==> src/rtl/cory_demux3.sv <==
// cory_demux3: one input stream steered by a select stream into three
// outputs, each buffered by its own 2-entry FIFO with registered readiness.
module cory_demux3 #(
    parameter int N = 8
) (
    input  logic         clk,
    input  logic         reset_n,
    input  logic         i_a_v,
    input  logic [N-1:0] i_a_d,
    output logic         o_a_r,
    input  logic         i_s_v,
    input  logic [1:0]   i_s_d,
    output logic         o_s_r,
    output logic         o_z0_v,
    output logic [N-1:0] o_z0_d,
    input  logic         i_z0_r,
    output logic         o_z1_v,
    output logic [N-1:0] o_z1_d,
    input  logic         i_z1_r,
    output logic         o_z2_v,
    output logic [N-1:0] o_z2_d,
    input  logic         i_z2_r
);

    logic               w_go;
    logic               w_sel_full;
    logic [2:0]         w_full;
    logic [2:0]         w_v;
    logic [2:0]         w_rdy;
    logic [2:0][N-1:0]  w_d;

    assign w_go  = i_a_v & i_s_v;
    assign w_rdy = {i_z2_r, i_z1_r, i_z0_r};

    // Fullness of the addressed FIFO; the illegal select never blocks,
    // so that pair is drained and dropped.
    always_comb begin
        w_sel_full = 1'b0;
        case (i_s_d)
            2'd0:    w_sel_full = w_full[0];
            2'd1:    w_sel_full = w_full[1];
            2'd2:    w_sel_full = w_full[2];
            default: w_sel_full = 1'b0;
        endcase
    end

    // Readies only look at registered occupancy, never at downstream ready.
    assign o_a_r = i_s_v & ~w_sel_full;
    assign o_s_r = i_a_v & ~w_sel_full;

    for (genvar k = 0; k < 3; k++) begin : g_fifo
        logic [N-1:0] r_m0;
        logic [N-1:0] r_m1;
        logic         r_wp;
        logic         r_rp;
        logic [1:0]   r_cnt;
        logic         w_push;
        logic         w_pop;

        assign w_push   = w_go & (i_s_d == 2'(k)) & ~w_full[k];
        assign w_pop    = w_v[k] & w_rdy[k];
        assign w_full[k] = (r_cnt == 2'd2);
        assign w_v[k]    = (r_cnt != 2'd0);
        assign w_d[k]    = r_rp ? r_m1 : r_m0;

        // Storage, pointers and occupancy of one output FIFO.
        always_ff @(posedge clk or negedge reset_n) begin
            if (!reset_n) begin
                r_m0  <= '0;
                r_m1  <= '0;
                r_wp  <= 1'b0;
                r_rp  <= 1'b0;
                r_cnt <= 2'd0;
            end else begin
                if (w_push) begin
                    if (r_wp) r_m1 <= i_a_d;
                    else      r_m0 <= i_a_d;
                    r_wp <= ~r_wp;
                end
                if (w_pop) r_rp <= ~r_rp;
                case ({w_push, w_pop})
                    2'b10:   r_cnt <= r_cnt + 2'd1;
                    2'b01:   r_cnt <= r_cnt - 2'd1;
                    default: r_cnt <= r_cnt;
                endcase
            end
        end
    end

    assign o_z0_v = w_v[0];
    assign o_z1_v = w_v[1];
    assign o_z2_v = w_v[2];
    assign o_z0_d = w_d[0];
    assign o_z1_d = w_d[1];
    assign o_z2_d = w_d[2];

    // A live pair carrying select 3 is a protocol error upstream.
    a_sel_legal: assert property (@(posedge clk) disable iff (!reset_n)
        !(w_go && i_s_d == 2'd3))
        else $fatal(1, "cory_demux3: illegal select value 3 with live pair");

endmodule

==> config.mk <==
export PLATFORM = sky130hd
export DESIGN_NAME = cory_demux3
export DESIGN_NICKNAME = d
export VERILOG_FILES = /design/src/rtl/cory_demux3.sv
export SDC_FILE = /design/constraint.sdc
export NUM_CORES = 1
export LEC_CHECK = 0
export ABC_CLOCK_PERIOD_IN_PS = 2500
export BUFFER_PORTS_ARGS = -buffer_cell sky130_fd_sc_hd__buf_2
export CAP_MARGIN = 20
export CORE_UTILIZATION = 49
export CTS_CLUSTER_DIAMETER = 80
export DETAILED_ROUTE_END_ITERATION = 6
export PLACE_DENSITY = 0.79
export SKIP_LAST_GASP = 1
export SYNTH_ARGS = -nofsm -noshare
export SYNTH_HDL_FRONTEND = slang
export SYNTH_SLANG_ARGS = --single-unit
==> constraint.sdc <==
create_clock -name clk -period 2.5 [get_ports clk]
set_input_delay 0.5 -clock clk [delete_from_list [all_inputs] [get_ports clk]]
set_output_delay 0.5 -clock clk [all_outputs]
set_load 0.02 [all_outputs]
==> results of run 1 <==
area by class of cell:
class,count,area share
Sequential cell,60,0.456
Tap cell,72,0.0274
Clock buffer,12,0.0471
Multi-Input combinational cell,120,0.381
Clock inverter,2,0.0106
Timing Repair Buffer,49,0.0775
layer usage:
metal | part of all wire | wire length, um | vias to the layer above | track usage
met5 | 0 | 0 | - | 0
li1 | - | - | 763 | -
met2 | 0.47 | 2310 | 35 | 0.278
met4 | 0.015 | 76 | 0 | 0.0717
met3 | 0.045 | 224 | 9 | 0.0706
met1 | 0.47 | 2320 | 826 | 0.256
synth_stat cells (all sizes together), types with 2 or more instances:
| master | count |
|---|---|
| and2 | 3 |
| buf | 3 |
| clkbuf | 3 |
| dfrtp | 60 |
| ha | 3 |
| mux2 | 72 |
| nand2 | 2 |
| nand3b | 2 |
| nor2 | 3 |
| nor2b | 2 |
| nor3b | 3 |
| nor4b | 2 |
| or2 | 3 |
| or3b | 2 |
| xnor2 | 9 |
| xor2 | 6 |
cell usage in the layout (no fill, tap or decap), types with 2 or more instances in the layout:
| cell | instances |
|---|---|
| and2_1 | 3 |
| buf_2 | 45 |
| mux2_2 | 63 |
| nor4b_4 | 2 |
| xor2_1 | 6 |
| mux2_4 | 8 |
| buf_4 | 4 |
| or3b_2 | 2 |
| nor2b_1 | 2 |
| nor3b_1 | 3 |
| dfrtp_1 | 60 |
| nor2_1 | 3 |
| xnor2_1 | 9 |
| ha_1 | 3 |
| clkbuf_8 | 11 |
| nand2_1 | 2 |
| or2_2 | 3 |
report_power, final:
| group | switching, mW | total [mW] | internal (mW) | leakage (nW) |
|---|---|---|---|---|
| clock network | 0.347 | 0.849 | 0.502 | 0.0983 |
| registers | 0.354 | 1.80 | 1.45 | 0.737 |
| logic | 0.870 | 1.85 | 0.979 | 0.722 |
| total | 1.57 | 4.50 | 2.93 | 1.56 |
state kept, by name (all words and copies together) (netlist names):
register,count
g_fifo.r_m0,24
g_fifo.r_rp,3
g_fifo.r_m1,24
g_fifo.r_cnt,6
g_fifo.r_wp,3
worst max-delay path, stage by stage, from the launching register on:
cell     delay, ns
dfrtp_1       0.42
or3b_2        0.45
a21oi_1       0.19
nor3b_1       0.07
buf_2         0.17
cell families (layout without fill, tap and decap cells):
kind of cell               after synthesis  after routing  synth area share
adders and majority gates                3              3            0.0135
DFF                                     60             60             0.538
AOI/OAI and AO/OA                        1              1           0.00179
xor gates and xnor gates                15             15            0.0471
muxes                                   72             72             0.301
buffers and inverters                    6             63            0.0117
and+or+nand+nor                         29             29            0.0866
path summary, 6_finish.rpt:
path / startpoint / end / slack, ns / cells after the start
worst max-delay path: g_fifo[0].r_cnt[0] / o_a_r / 0.37 / 4
worst min register to register: g_fifo[2].r_m0[7] / g_fifo[2].r_m0[7] / 0.49 / 1
max in group asynchronous: reset_n / g_fifo[0].r_m0[2] / 1.66 / 2
worst min-delay path: reset_n / g_fifo[0].r_cnt[0] / 0.16 / 1
min in group clk: i_a_d[7] / g_fifo[2].r_m0[7] / 0.48 / 2
worst max register to register: g_fifo[2].r_cnt[1] / g_fifo[2].r_cnt[1] / 0.67 / 5
==> results.json, run 1 <==
{
  "status": "finished clean",
  "setup_viol": 0,
  "synth.cell_area_mm2": 0.00279,
  "async_flop_share": 1.00,
  "syn_nets": 206,
  "fin_area_mm2": 0.00329,
  "holdWs_ns": 0.165,
  "synth_warnings": 0,
  "synth_edf_count": 0,
  "fin_cells": 315,
  "fillers": 446,
  "dp_slack_ns": 0.441,
  "finalCritPeriodShare": 0.853,
  "dp_cells": 301,
  "leakagePower_nw": 1.56,
  "boundaryPins": 46,
  "fp-row-count": 27,
  "first_pass_iters": 4,
  "insertion_delay_ns": 0.33,
  "viasPerCell": 5.18,
  "end_kind": "output port",
  "avgSynthCellArea_um2": 15.0,
  "core_area_mm2": 0.00551,
  "register_area_mm2": 0.00150,
  "grt_max_degree": 26,
  "die_h_um": 77.5,
  "tritoncts": "yes",
  "ctsResizeCount": 0,
  "max_freq_ghz": 0.469,
  "wl_um": 4930,
  "setup_ws_ns": 0.367,
  "cts_buffers": 9,
  "synthTopCellsByArea": "dfrtp_1 54%, mux2_2 25%, mux2_4 4.3%",
  "synth.distinct_cells": 28,
  "routedWlPerCell_um": 15.6,
  "root_buffer": "clkbuf_8",
  "worst-path-max-fanout": 5,
  "finalCoreUtilization": 0.598,
  "syn_inst": 186,
  "syn_to_final_growth_pct": 18.0,
  "ys_seq_elements": 60,
  "antenna_found_initial": 0,
  "dieWidth_um": 77.5,
  "fin_tns_setup_ns": 0,
  "post_dp_cell_area_mm2": 0.00310,
  "io_buffers": 45,
  "die_area_mm2": 0.00600,
  "clock_skew_ns": 0.00778,
  "drt_iter0_drc": 52,
  "htreeDepth": 3,
  "total_power_mw": 4.50,
  "clockBufferDepth": 2,
  "powerDensity_mw_per_mm2": 1370,
  "worst_slew_pin_slew_ns": 0.628,
  "ys_seq_area_frac": 0.538,
  "cp.arrival_ns": 1.63,
  "nets": 260,
  "synth_top_area_frac": 0.538,
  "grt_overflow": 0,
  "criticalPathCategory": "reg -> out",
  "grt_setup_unrepaired": "no",
  "synth.largest_area_cell": "dfrtp_1",
  "diodes": 0,
  "drive_gt1_frac": 0.588,
  "post_cts_buffers": 0,
  "ys.flop_type": "dfrtp_1",
  "worstSetupStartpointType": "flip-flop",
  "vdd_ir_drop_max_uv": 608,
  "grtUsageTotal": 0.190,
  "grt_pass1_wl_um": 8490,
  "vias": 1633,
  "route.antenna.remaining_nets": 0,
  "hold_class": "in -> async",
  "start_util": 0.507,
  "grt_pass1_vias": 1693,
  "globalplace.congestion": 0.697,
  "drv_slew": 0,
  "required_ns": 2.00,
  "maxCapViolCount": 0,
  "dp_hpwl_um": 3490,
  "cts_sinks": 60,
  "multiInputGateArea_mm2": 0.00126,
  "cts_hold_buf": 0,
  "min_period_ns": 2.13,
  "drc_errors": 0,
  "maxSlewHeadroom": 0.580,
  "clk_pin_slew_ns": 0.05,
  "hold_viol_final": 0
}
No activity file was read; power rests on OpenSTA's default activity.
==> inputs of run 2 (changes only) <==
- CORE_MARGIN: not set -> 5
==> results.json, run 2 (synthesis gave the netlist of run 1 again) <==
{
  "status": "finished clean",
  "diodes": 0,
  "ctsResizeCount": 0,
  "worstSetupStartpointType": "flip-flop",
  "rrSetupSlack_ns": 0.70,
  "route.antenna.remaining_nets": 0,
  "routedWlPerCell_um": 16.2,
  "final_cell_mix": "63 x mux2_2, 60 x dfrtp_1, 45 x buf_2, 13 x clkbuf_8, 9 x xnor2_1",
  "dp_hpwl_um": 3620,
  "cts_hold_buf": 0,
  "grt_pass1_wl_um": 8600,
  "cts_sinks": 60,
  "worst_slew_pin_slew_ns": 0.660,
  "grt_max_degree": 61,
  "first_pass_iters": 3,
  "cp.arrival_ns": 1.64,
  "die_h_um": 85.5,
  "grt_pass1_vias": 1758,
  "holdWs_ns": 0.167,
  "reg2reg_to": "g_fifo[2].r_cnt[1]",
  "drv_slew": 0,
  "criticalPathCategory": "reg -> out",
  "start_util": 0.507,
  "layout_commonest_cell": "mux2_2",
  "r2r_start": "g_fifo[2].r_cnt[1]",
  "grt_setup_unrepaired": "no",
  "nets": 258,
  "dp_slack_ns": 0.462,
  "wl_um": 5100,
  "hold_class": "in -> async",
  "rr_worst_depth": 5,
  "fin_tns_setup_ns": 0,
  "hold_viol_final": 0,
  "maxSlewHeadroom": 0.558,
  "required_ns": 2.00,
  "core_area_mm2": 0.00551,
  "leakagePower_nw": 1.55,
  "clock_skew_ns": 0.00557,
  "antenna_found_initial": 0,
  "drt_iter0_drc": 83,
  "clockBufferDepth": 2,
  "boundaryPins": 46,
  "vdd_ir_drop_max_uv": 677,
  "grtUsageTotal": 0.154,
  "setup_ws_ns": 0.360,
  "clk_pin_slew_ns": 0.06,
  "globalplace.congestion": 0.720,
  "end_kind": "output port",
  "powerDensity_mw_per_mm2": 1360,
  "drc_errors": 0,
  "post_cts_buffers": 0,
  "max_freq_ghz": 0.467,
  "die_area_mm2": 0.00730,
  "dieWidth_um": 85.5,
  "cts_buffers": 9,
  "vias": 1603,
  "grt_overflow": 0,
  "maxCapViolCount": 0,
  "finalCritPeriodShare": 0.856,
  "tritoncts": "yes",
  "min_period_ns": 2.14,
  "fp-row-count": 27,
  "drive_gt1_frac": 0.587,
  "root_buffer": "clkbuf_8",
  "worst-path-max-fanout": 5,
  "setup_viol": 0,
  "insertion_delay_ns": 0.33,
  "viasPerCell": 5.11,
  "io_buffers": 45,
  "htreeDepth": 3,
  "reg_top3": "g_fifo.r_m0 (24), g_fifo.r_m1 (24), g_fifo.r_cnt (6)",
  "syn_to_final_growth_pct": 17.8
}
run 2: cell count changes in the layout (fill, tap and decap cells not counted), sizes merged:
cell	previous run	this run
buf	49	47
clkbuf	12	14
bufinv	1	0
run 2: area by class of cell:
cell class	count	area, um^2
Timing Repair Buffer	47	253
Multi-Input combinational cell	120	1260
Fill cell	430	2220
Tap cell	72	90.1
Clock buffer	14	183
Sequential cell	60	1500
Clock inverter	1	5.00
run 2: critical path: stages, from the launching register on:
cell     delay, ns
dfrtp_1       0.43
or3b_2        0.46
a21oi_1       0.18
nor3b_1       0.07
buf_2         0.17
run 2: worst max-delay path by stage:
stage                       end          startpoint  slack [ns]
final                     o_s_r  g_fifo[0].r_cnt[0]        0.36
after global placement    o_s_r            i_s_d[1]        0.47
after global routing      o_a_r  g_fifo[0].r_cnt[0]        0.29
after floorplan           o_a_r            i_s_d[1]        0.60
after detailed placement  o_a_r            i_s_d[1]        0.46
after CTS                 o_s_r  g_fifo[0].r_cnt[0]        0.35
run 2: report_power, final:
part / leakage (nW) / total, mW / internal (mW) / switching, mW
Clock: 0.0986 / 0.802 / 0.461 / 0.341
Combinational: 0.717 / 1.87 / 0.981 / 0.886
Sequential: 0.737 / 1.81 / 1.45 / 0.358
Total: 1.55 / 4.48 / 2.89 / 1.58
run 2: stage by stage:
step,cell area [um^2],util,power [mW],cells
floorplan,2790,-,3.16,186
global placement,3100,0.563,3.65,299
detailed placement,3100,0.563,3.70,299
CTS,3290,0.597,4.53,314
global route,3290,0.597,4.77,314
finish,3290,0.597,4.48,314
run 2: routing by layer:
layer  track usage  vias up  routed length (um)
li1              -      764                   -
met1         0.201      801                2350
met2         0.236       28                2460
met3        0.0311       10                 169
met4        0.0906        0                 118
met5             0        -                   0
